**config.mk**
```make
export PLATFORM = sky130hd
export DESIGN_NAME = servo_cmd_sequencer
export DESIGN_NICKNAME = d
export VERILOG_FILES = /design/src/rtl/servo_pkg.sv /design/src/rtl/servo_cmd_sequencer_fifo.sv /design/src/rtl/servo_cmd_sequencer.sv
export SDC_FILE = /design/constraint.sdc
export NUM_CORES = 1
export LEC_CHECK = 0
export ABC_CLOCK_PERIOD_IN_PS = 2650
export CORE_MARGIN = 2
export CORE_UTILIZATION = 50
export DETAILED_ROUTE_END_ITERATION = 10
export GPL_TIMING_DRIVEN = 1
export PLACE_DENSITY = 0.71
export SLEW_MARGIN = 40
export SYNTH_ARGS = -nofsm -noshare
export SYNTH_HDL_FRONTEND = slang
export SYNTH_SLANG_ARGS = --single-unit
```
**constraint.sdc**
```tcl
create_clock -name clk -period 2.65 [get_ports clk]
set_input_delay 0.53 -clock clk [delete_from_list [all_inputs] [get_ports clk]]
set_output_delay 0.53 -clock clk [all_outputs]
set_load 0.05 [all_outputs]
```
**src/rtl/servo_pkg.sv**
```systemverilog
// Shared constants and types for the servo command sequencer.
package servo_pkg;

  // Command field widths matching the pulso speed select and tick counter.
  localparam int CMD_SEL_W = 3;
  localparam int CMD_DUR_W = 8;

  // Speed code that holds the servo still, and the highest legal code.
  localparam logic [2:0] STOP_SEL = 3'd0;
  localparam logic [2:0] MAX_SEL  = 3'd4;

  typedef enum logic {
    IDLE = 1'b0,
    RUN  = 1'b1
  } state_t;

  typedef struct packed {
    logic [CMD_SEL_W-1:0] sel;
    logic [CMD_DUR_W-1:0] dur;
  } cmd_t;

endpackage

```
**src/rtl/servo_cmd_sequencer_fifo.sv**
```systemverilog
// Command queue: synchronous FIFO with first-word fall-through read data
// and a synchronous flush.
module cmd_fifo #(
  parameter int W     = 11,
  parameter int DEPTH = 4
) (
  input  logic         clk,
  input  logic         rst_n,
  input  logic         flush,
  input  logic         push,
  input  logic         pop,
  input  logic [W-1:0] wdata,
  output logic [W-1:0] rdata,
  output logic         full,
  output logic         empty
);

  localparam int AW = (DEPTH > 1) ? $clog2(DEPTH) : 1;

  logic [W-1:0]  mem [DEPTH];
  logic [AW-1:0] wr_ptr;
  logic [AW-1:0] rd_ptr;
  logic [AW:0]   count;
  logic          do_push;
  logic          do_pop;

  assign full    = (count == (AW+1)'(DEPTH));
  assign empty   = (count == '0);
  assign do_push = push && !full;
  assign do_pop  = pop && !empty;
  assign rdata   = mem[rd_ptr];

  // Storage array; contents are don't-care until written.
  always_ff @(posedge clk) begin
    if (do_push) mem[wr_ptr] <= wdata;
  end

  // Pointer and occupancy bookkeeping; flush empties the queue in one cycle.
  always_ff @(posedge clk or negedge rst_n) begin
    if (!rst_n) begin
      wr_ptr <= '0;
      rd_ptr <= '0;
      count  <= '0;
    end else if (flush) begin
      wr_ptr <= '0;
      rd_ptr <= '0;
      count  <= '0;
    end else begin
      if (do_push) wr_ptr <= wr_ptr + AW'(1);
      if (do_pop)  rd_ptr <= rd_ptr + AW'(1);
      case ({do_push, do_pop})
        2'b10:   count <= count + (AW+1)'(1);
        2'b01:   count <= count - (AW+1)'(1);
        default: count <= count;
      endcase
    end
  end

endmodule

```
**src/rtl/servo_cmd_sequencer.sv**
```systemverilog
// Queues (speed, duration) commands and drives the pulso speed select for
// each command's duration in prescaler ticks; falls back to stop when idle.
module servo_cmd_sequencer #(
  parameter int CLK_HZ     = 50000000,
  parameter int TICK_HZ    = 10,
  parameter int FIFO_DEPTH = 4,
  parameter int DUR_W      = 8,
  parameter int SEL_W      = 3
) (
  input  logic             clk,
  input  logic             rst_n,
  input  logic             cmd_valid,
  output logic             cmd_ready,
  input  logic [SEL_W-1:0] cmd_sel,
  input  logic [DUR_W-1:0] cmd_dur,
  input  logic             abort,
  output logic [SEL_W-1:0] sel,
  output logic             busy,
  output logic             done,
  output logic             tick_led
);

  import servo_pkg::*;

  localparam int DIV = CLK_HZ / TICK_HZ;
  localparam int PW  = $clog2(DIV);
  localparam int FW  = SEL_W + DUR_W;

  localparam logic [SEL_W-1:0] STOP = SEL_W'(STOP_SEL);
  localparam logic [SEL_W-1:0] MAXS = SEL_W'(MAX_SEL);

  logic [PW-1:0]    pcnt;
  logic             tick;
  state_t           state;
  logic [DUR_W-1:0] remaining;

  logic             push;
  logic             pop;
  logic             fifo_full;
  logic             fifo_empty;
  logic [FW-1:0]    wdata;
  logic [FW-1:0]    rdata;
  logic [SEL_W-1:0] head_sel;
  logic [DUR_W-1:0] head_dur;
  logic             last_tick;

  assign tick      = (pcnt == PW'(DIV - 1));
  assign cmd_ready = !fifo_full;
  assign push      = cmd_valid && cmd_ready && !abort;
  assign last_tick = (state == RUN) && tick && (remaining == DUR_W'(1));
  assign pop       = !abort && !fifo_empty && ((state == IDLE) || last_tick);

  // Sanitise at push time so the FSM never sees an illegal code or zero time.
  assign wdata = {(cmd_sel > MAXS) ? STOP : cmd_sel,
                  (cmd_dur == '0) ? DUR_W'(1) : cmd_dur};
  assign head_sel = rdata[FW-1:DUR_W];
  assign head_dur = rdata[DUR_W-1:0];

  cmd_fifo #(
    .W     (FW),
    .DEPTH (FIFO_DEPTH)
  ) u_fifo (
    .clk   (clk),
    .rst_n (rst_n),
    .flush (abort),
    .push  (push),
    .pop   (pop),
    .wdata (wdata),
    .rdata (rdata),
    .full  (fifo_full),
    .empty (fifo_empty)
  );

  // Free-running tick prescaler with heartbeat; commands never disturb it.
  always_ff @(posedge clk or negedge rst_n) begin
    if (!rst_n) begin
      pcnt     <= '0;
      tick_led <= 1'b0;
    end else if (tick) begin
      pcnt     <= '0;
      tick_led <= !tick_led;
    end else begin
      pcnt     <= pcnt + PW'(1);
    end
  end

  // Sequencer FSM: load from queue, count down ticks, chain or stop.
  always_ff @(posedge clk or negedge rst_n) begin
    if (!rst_n) begin
      state     <= IDLE;
      sel       <= STOP;
      remaining <= '0;
      busy      <= 1'b0;
      done      <= 1'b0;
    end else begin
      done <= 1'b0;
      if (abort) begin
        state     <= IDLE;
        sel       <= STOP;
        remaining <= '0;
        busy      <= 1'b0;
      end else begin
        case (state)
          IDLE: begin
            if (!fifo_empty) begin
              state     <= RUN;
              sel       <= head_sel;
              remaining <= head_dur;
              busy      <= 1'b1;
            end else begin
              sel  <= STOP;
              // A push into the empty queue keeps us busy from next cycle.
              busy <= push;
            end
          end
          RUN: begin
            busy <= 1'b1;
            if (tick) begin
              if (remaining == DUR_W'(1)) begin
                done <= 1'b1;
                if (!fifo_empty) begin
                  // Chain straight into the next command, no stop gap.
                  sel       <= head_sel;
                  remaining <= head_dur;
                end else begin
                  state     <= IDLE;
                  sel       <= STOP;
                  remaining <= '0;
                  busy      <= push;
                end
              end else begin
                remaining <= remaining - DUR_W'(1);
              end
            end
          end
          default: begin
            state <= IDLE;
            sel   <= STOP;
            busy  <= 1'b0;
          end
        endcase
      end
    end
  end

endmodule

```
==> impl_summary.txt, run 1 <==
----------------------------------------------------
[Die]
  Die height ... around 96 microns
  I/O pins ... 22
  Placeable Area ... slightly above 8000 sq um
  Initial core utilization ... 51.3%
  Total die area ... 9190 sq um
  Die width ... 95.9 microns
  Num rows ... 33

[GRT]
  Total congestion overflow after global routing ... 0
  Overall Global Routing Usage ... roughly a fifth
  Largest net degree at the start of global routing ... 46
  Initial antenna violation count ... 0
  Number of global-route vias before repair ... 2,714
  First-pass GRT wire length ... 12,900 microns

[Power]
  Max IR drop VDD ... 0.000527 V
  Reported leakage power ... 0.00196 uW
  Total Power ... 4340 uW
  Pwr dens ... 882 nW/um^2

[Final layout]
  Antenna Diode Count ... 0
  Synthesis-to-layout area growth ... 16.6%
  Proportion of layout cells with a drive suffix above 1 ... 20.4%
  Layout Cell Area excl Fill ... 4920 sq um
  Final Net Count ... roughly 400

[Worst setup path]
  Worst R2R End ... u_fifo.count[2]
  Capturing element type of the critical path ... flop
  Setup slack of the most critical reg-to-reg path ... about 140 ps
  Kind of start point of the critical path ... flop
  Worst path bufs/invs ... 0
  Cells on worst reg2reg path ... 11
  Worst stage delay on the critical path ... 430 ps
  CP arrival ... 2740 ps
  List of cells traversed by the critical path ... nor4b_2 -> and4_4 -> a31o_4 -> nand2_4 -> nor3_4 -> fa_2 -> nand2_2 -> o21ai_2 -> o22ai_1 -> a222oi_1 -> nor2_1
  Cell with the largest stage delay on the worst path ... sky130_fd_sc_hd__dfrtp_1
  Required time of the critical path ... 2880 ps
  CP Max Fanout ... 4
  Type of the worst setup path ... reg -> reg
  Source of the worst register-to-register timing path ... pcnt[13]
  Delay-heaviest family, CP ... simple AND/OR/NAND/NOR gates

[Clock tree]
  Clock sinks ... between 80 and 90
  Skew-Pair Late Insertion Delay ... around 350 ps
  H-tree levels ... 3
  Clock Path Buffers ... 2
  CTS clock-pin slew for the worst setup and hold paths ... ~90 ps
  Number of hold-repair buffers added at the cts stage ... 0
  Buffer cell driving the clock tree root ... sky130_fd_sc_hd__clkbuf_8
  Total clock buffers created by CTS ... 9
  TritonCTS clock tree ... done

[Routing]
  Wire per inst ... ~16 microns
  1st-pass router iterations ... 4
  Vias post-DR ... 2,660
  Via-per-instance ratio ... around 5.5
  Aggregate routed wire length ... 7940 microns
  Iteration-0 DRC Markers ... approximately 140
  Post-route ant nets ... 0
  DRC violation count after routing ... 0

[Yosys]
  Async SR Flop Fraction ... about half
  Top flip-flop cell by instance count after synthesis ... sky130_fd_sc_hd__dfrtp_1
  Count of different cell masters after synthesis ... 54
  Number of synthesized flops with an enable pin ... 44
  Post-Syn Nets ... 359
  Synth Area per Inst ... 12.6 sq um
  Number of warning messages in the yosys log ... 0
  Post-synthesis cell count ... around 340
  Sequential area share after synthesis ... 58.0%
  #FFs+latches synth ... 89
  Post-synthesis cell area ... approximately 4200 sq um

[Timing]
  Number of setup violations in the final report ... 0
  Worst Tran Pin Value ... 728 ps
  Max frequency ... 0.398 GHz
  Min cycle time layout ... 2510 ps
  Worst Clk Skew ... around 12 ps
  Unrepaired setup endpoints after global routing ... yes
  Number of max-slew violations in the final report ... 0
  Least setup slack across all paths after layout ... 138 ps
  Part of the cycle the worst path needs ... between 90 and 100%
  Number of endpoints with negative hold slack in the final report ... 0
  Max-Slew Margin vs Limit ... 51.3%

[Place]
  Count of port buffers added during placement ... 21
  Instance area after placement ... 4620 sq um
  GPL Wtd Cong ... 0.807
  Setup slack at placement ... between 40 and 50 ps
  Post-DP HPWL ... 5350 microns

[Status]
  Outcome ... finished clean

[Worst hold path]
  Worst min-delay path category ... in -> async

[Run]
  Number of max-capacitance violations reported ... 0

----------------------------------------------------
## placed cells by master (no fill, tap or decap), types with 3 or more instances in the layout
cell type / n
sky130_fd_sc_hd__and2_1: 5
sky130_fd_sc_hd__xor2_1: 8
sky130_fd_sc_hd__buf_4: 24
sky130_fd_sc_hd__nand4_1: 6
sky130_fd_sc_hd__o211a_1: 3
sky130_fd_sc_hd__nor3b_1: 4
sky130_fd_sc_hd__and3_1: 3
sky130_fd_sc_hd__a211oi_1: 3
sky130_fd_sc_hd__ha_1: 7
sky130_fd_sc_hd__or3_1: 3
sky130_fd_sc_hd__o22ai_1: 8
sky130_fd_sc_hd__clkdlybuf4s50_1: 20
sky130_fd_sc_hd__clkbuf_8: 9
sky130_fd_sc_hd__o21ai_0: 4
sky130_fd_sc_hd__nor2b_1: 6
sky130_fd_sc_hd__xnor2_1: 19
sky130_fd_sc_hd__dfrtp_1: 44
sky130_fd_sc_hd__nand2b_1: 3
sky130_fd_sc_hd__inv_1: 18
sky130_fd_sc_hd__mux4_2: 11
sky130_fd_sc_hd__nand3_1: 17
sky130_fd_sc_hd__nand2_1: 10
sky130_fd_sc_hd__nor3_1: 5
sky130_fd_sc_hd__a21oi_1: 12
sky130_fd_sc_hd__nor2_1: 30
sky130_fd_sc_hd__edfxtp_1: 44
## where the power goes
group | switching [uW] | internal [uW]
Sequential | 200 | 1600
Clock | 477 | 531
Combinational | 784 | 741
Total | 1460 | 2880
## cells by family after synthesis
logic type	count (synthesis)	synth area share, %
buffers and inverters	37	3.53
adders and majority gates	8	2.55
DFF	89	58.0
xor gates and xnor gates	27	5.61
AOI/OAI and AO/OA	44	7.15
muxes	15	6.97
and+or+nand+nor	116	16.2
## final cells by class
| type | instances | area (sq um) |
|---|---|---|
| clock buffer | 9 | 124 |
| clock inverter | 7 | 91.3 |
| fill | 644 | 3300 |
| inverter | 18 | 67.6 |
| multi-input combinational | 210 | 1670 |
| sequential | 89 | 2450 |
| tap | 105 | 131 |
| timing repair buffer | 45 | 385 |
## cell usage after synthesis, types with 2 or more instances
cell type	n	area, sq um
sky130_fd_sc_hd__nor3b_1	5	37.5
sky130_fd_sc_hd__o22ai_1	8	50.1
sky130_fd_sc_hd__nand4_1	6	37.5
sky130_fd_sc_hd__buf_2	5	25.0
sky130_fd_sc_hd__a21oi_1	12	60.1
sky130_fd_sc_hd__nor3_1	6	30.0
sky130_fd_sc_hd__or4_1	2	15.0
sky130_fd_sc_hd__nor4b_2	2	30.0
sky130_fd_sc_hd__xor2_1	8	70.1
sky130_fd_sc_hd__o21ai_0	5	25.0
sky130_fd_sc_hd__ha_1	7	87.6
sky130_fd_sc_hd__a31oi_2	2	25.0
sky130_fd_sc_hd__inv_1	18	67.6
sky130_fd_sc_hd__clkbuf_1	12	45.0
sky130_fd_sc_hd__nor3_2	3	30.0
sky130_fd_sc_hd__xnor2_1	19	166
sky130_fd_sc_hd__nand2b_1	3	18.8
sky130_fd_sc_hd__nor2_1	30	113
sky130_fd_sc_hd__and4bb_2	2	25.0
sky130_fd_sc_hd__mux4_2	11	248
sky130_fd_sc_hd__and2_1	6	37.5
sky130_fd_sc_hd__edfxtp_1	44	1320
sky130_fd_sc_hd__nor4_1	2	12.5
sky130_fd_sc_hd__and3_1	3	18.8
sky130_fd_sc_hd__or3_1	3	18.8
sky130_fd_sc_hd__dfrtp_1	45	1130
sky130_fd_sc_hd__o211a_1	3	30.0
sky130_fd_sc_hd__nand3_1	17	85.1
sky130_fd_sc_hd__a211oi_1	3	22.5
sky130_fd_sc_hd__and4_1	2	17.5
sky130_fd_sc_hd__nand2_1	12	45.0
sky130_fd_sc_hd__a21o_1	2	15.0
sky130_fd_sc_hd__nor2b_1	6	37.5
sky130_fd_sc_hd__mux2i_1	2	20.0
## worst max path at each step
| stage | from | endpoint | slack, ps | cells past startpoint |
|---|---|---|---|---|
| 2_1_floorplan | remaining[1] | u_fifo.count[2] | 130 | 13 |
| 3_3_place_gp | pcnt[0] | u_fifo.count[2] | 170 | 12 |
| 3_5_place_dp | pcnt[0] | u_fifo.count[2] | 40 | 12 |
| 4_1_cts | pcnt[0] | u_fifo.count[2] | 50 | 12 |
| 5_1_grt | pcnt[13] | u_fifo.count[2] | -60 | 11 |
| 6_report | pcnt[13] | u_fifo.count[2] | 140 | 11 |
## state kept, by name, indices dropped and copies added, names as in the netlist
signal and count:
u_fifo.rd_ptr 2, u_fifo.wr_ptr 2, u_fifo.mem 44, state 1, busy 1, done 1
tick_led 1, u_fifo.count 3, pcnt 23, sel 3, remaining 8
## worst reg2reg max path, delay by kind of cell (launching register included)
| kind | cells | cell delay [ps] |
|---|---|---|
| compound gates | 4 | 630 |
| fa+ha+maj | 1 | 280 |
| flops | 1 | 430 |
| simple gates | 6 | 1060 |
## per-layer routing
layer  track usage, %  wire (microns)  share of wire, %  vias up
li1                 -               -                 -     1294
met1             23.9            3520                44     1317
met2             31.7            4090                52       39
met3             3.52             231               2.9       10
met4             6.90              92               1.2        0
met5                0               0                 0        -
## what timing repair did
action,in CTS,in global routing
gates resized for setup,0,12
buffers inserted,0,5
endpoints found under the setup margin,0,1
## metrics by stage
| step | util, % | hold WS, ps | cells | setup TNS [ps] |
|---|---|---|---|---|
| after floorplan | - | 234 | 336 | 0 |
| after global placement | 56.2 | 460 | 462 | 0 |
| after detailed placement | 56.2 | 465 | 462 | 0 |
| after CTS | 58.8 | 264 | 478 | 0 |
| after global routing | 59.9 | 297 | 483 | -61.4 |
| final | 59.9 | 247 | 483 | 0 |
Note: power is estimated with default switching activity, not from simulation.
==> run 2, diff against run 1 <==
SKIP_CTS_REPAIR_TIMING = 1   (was unset)
==> results of run 2 <==
The final DEF is identical to that of run 1; final timing and power are the same.
==> run 3, diff against run 2 <==
CORE_MARGIN = 5   (was 2)
GPL_TIMING_DRIVEN = unset   (was 1)
==> run 3 against run 2 <==
Power fell by 2.9%. Register-to-register slack barely moved. Setup slack improved by 6.3 ps. Non-clock buffer count did not move. Clock skew rose by 1.3 ps. Routed wire length barely moved. Count of clock-buffer cells in the layout did not move. Cell count did not move. Critical path depth fell by 9. Combinational power fell by 6%.
==> impl_summary.txt, run 3 (synthesis gave the netlist of run 1 again) <==
----------------------------------------------------
[Final layout]
  Synthesis-to-layout area growth ... 16.5%
  Proportion of layout cells with a drive suffix above 1 ... 20.1% (-0.26 points)
  Non-filler cells in the finished layout ... 483 (unchanged)
  Register containing the most flip-flops in the final layout ... u_fifo.mem
  Antenna Diode Count ... 0 (unchanged)
  Most frequent cells in the layout ... 44 x sky130_fd_sc_hd__edfxtp_1, 43 x sky130_fd_sc_hd__dfrtp_1, 30 x sky130_fd_sc_hd__nor2_1
  Flip-flop count of the largest register, all copies and words added ... 44 (unchanged)
  Final standard cell utilization of the core ... 59.8% (-0.091 points)
  Most common cell after layout, fill and taps aside ... sky130_fd_sc_hd__edfxtp_1
  Final Net Count ... 396 (unchanged)
  Filler cell count in the final layout ... 670 (+4.0%)
  Top flop regs ... u_fifo.mem: 44 flops, pcnt: 23 flops, remaining: 8 flops

[Worst setup path]
  CP arrival ... 1980 ps (-760 ps)
  Kind of start point of the critical path ... flop
  Required time of the critical path ... 2120 ps (-760 ps)
  Type of the worst setup path ... reg -> out
  Capturing element type of the critical path ... output pin
  CP Max Fanout ... 7 (+3)

[Clock tree]
  Clock sinks ... 89 (unchanged)
  Skew-Pair Late Insertion Delay ... 360 ps (about the same)
  H-tree levels ... 3 (unchanged)
  Buffer cell driving the clock tree root ... sky130_fd_sc_hd__clkbuf_8
  TritonCTS clock tree ... done
  CTS clock-pin slew for the worst setup and hold paths ... 90 ps (about the same)
  Clock Path Buffers ... 2 (unchanged)
  Total clock buffers created by CTS ... 9 (unchanged)

[Timing]
  Number of endpoints with negative hold slack in the final report ... 0 (unchanged)
  Worst Clk Skew ... 12.9 ps (+1.27 ps)
  Part of the cycle the worst path needs ... 94.6% (-0.24 points)
  Number of max-slew violations in the final report ... 0 (unchanged)
  Worst Tran Pin Value ... 741 ps (+13.5 ps)
  Min cycle time layout ... 2510 ps (-6.26 ps)
  Hold Slack ... 134 ps (-113 ps)
  Number of setup violations in the final report ... 0 (unchanged)
  Max-Slew Margin vs Limit ... 50.4% (-0.90 points)
  Max frequency ... 0.399 GHz (+0.25%)
  Least setup slack across all paths after layout ... 144 ps (+6.26 ps)

[GRT]
  Largest net degree at the start of global routing ... 46 (unchanged)
  Number of global-route vias before repair ... 2,732 (+0.66%)
  Overall Global Routing Usage ... 16.2% (-2.4 points)
  First-pass GRT wire length ... 13,000 microns (+0.80%)
  Initial antenna violation count ... 0 (unchanged)
  Total congestion overflow after global routing ... 0 (unchanged)

[Place]
  Count of port buffers added during placement ... 21 (unchanged)
  GPL Wtd Cong ... 0.859 (+6.4%)
  Post-DP HPWL ... 5410 microns (+1.2%)
  Post-Place Cells ... 463 (+0.22%)
  Setup slack at placement ... 61.1 ps (+17.8 ps)

[Die]
  Num rows ... 33 (unchanged)
  Die width ... 102 microns (+6.3%)
  Initial core utilization ... 51.3% (unchanged)
  I/O pins ... 22 (unchanged)
  Total die area ... 10,400 sq um (+13%)
  Die height ... 102 microns (+6.3%)
  Placeable Area ... 8220 sq um (unchanged)

[Power]
  Max IR drop VDD ... 0.000471 V (-11%)
  Reported leakage power ... 0.00195 uW (-0.63%)
  Pwr dens ... 857 nW/um^2 (-2.8%)
  Total Power ... 4210 uW (-2.9%)

[Routing]
  Wire per inst ... 16.4 microns (about the same)
  Aggregate routed wire length ... 7930 microns (about the same)
  Post-route ant nets ... 0 (unchanged)
  Via-per-instance ratio ... 5.62 (+2.0%)
  1st-pass router iterations ... 4 (unchanged)
  Iteration-0 DRC Markers ... 61 (-57%)
  Vias post-DR ... 2,714 (+2.0%)
  DRC violation count after routing ... 0 (unchanged)

[Status]
  Outcome ... finished clean

[Worst hold path]
  Worst min-delay path category ... in -> async

[Run]
  Number of max-capacitance violations reported ... 0 (unchanged)

----------------------------------------------------
-- run 3: final timing paths --
kind	startpoint	end	slack [ps]	depth (start not counted)
max	u_fifo.count[0]	cmd_ready	140	2
min	rst_n	pcnt[10]	130	2
max reg2reg	pcnt[7]	u_fifo.count[2]	150	11
min reg2reg	tick_led	tick_led	480	1
max in group asynchronous	rst_n	u_fifo.rd_ptr[0]	2280	2
min in group clk	tick_led	tick_led	480	1
-- run 3: worst max-delay path, stage by stage, from the launching register on --
cell                              delay, ps
sky130_fd_sc_hd__dfrtp_1                460
sky130_fd_sc_hd__or3b_4                 450
sky130_fd_sc_hd__clkdlybuf4s50_1        710
-- run 3: cell type report --
type	count	area, sq um	area share (%)
Clock buffer	9	124	2.52
Clock inverter	7	81.3	1.66
Inverter	18	67.6	1.38
Multi-Input combinational cell	210	1660	33.8
Sequential cell	89	2450	49.9
Tap cell	105	131	2.67
Timing Repair Buffer	45	398	8.10
-- run 3: per-stage QoR --
step / area [sq um] / TNS [ps]
floorplan: 4220 / 0
global placement: 4640 / 0
detailed placement: 4640 / 0
CTS: 4840 / 0
global route: 4910 / -19.1
finish: 4910 / 0
-- run 3: layer usage --
layer,GRT usage [%],vias up,share of wire [%],wire length (microns)
li1,-,1290,-,-
met1,21.3,1351,45,3530
met2,26.6,58,50,3970
met3,4.10,15,3.7,297
met4,5.55,0,1.6,125
met5,0,-,0,0
-- run 3: power by group --
| part | total [uW] | leakage (uW) | internal [uW] | switching (uW) |
|---|---|---|---|---|
| clock | 965 | 0.000102 | 453 | 512 |
| sequential | 1800 | 0.00100 | 1600 | 198 |
| combinational | 1440 | 0.000849 | 702 | 743 |
| total | 4210 | 0.00195 | 2760 | 1450 |
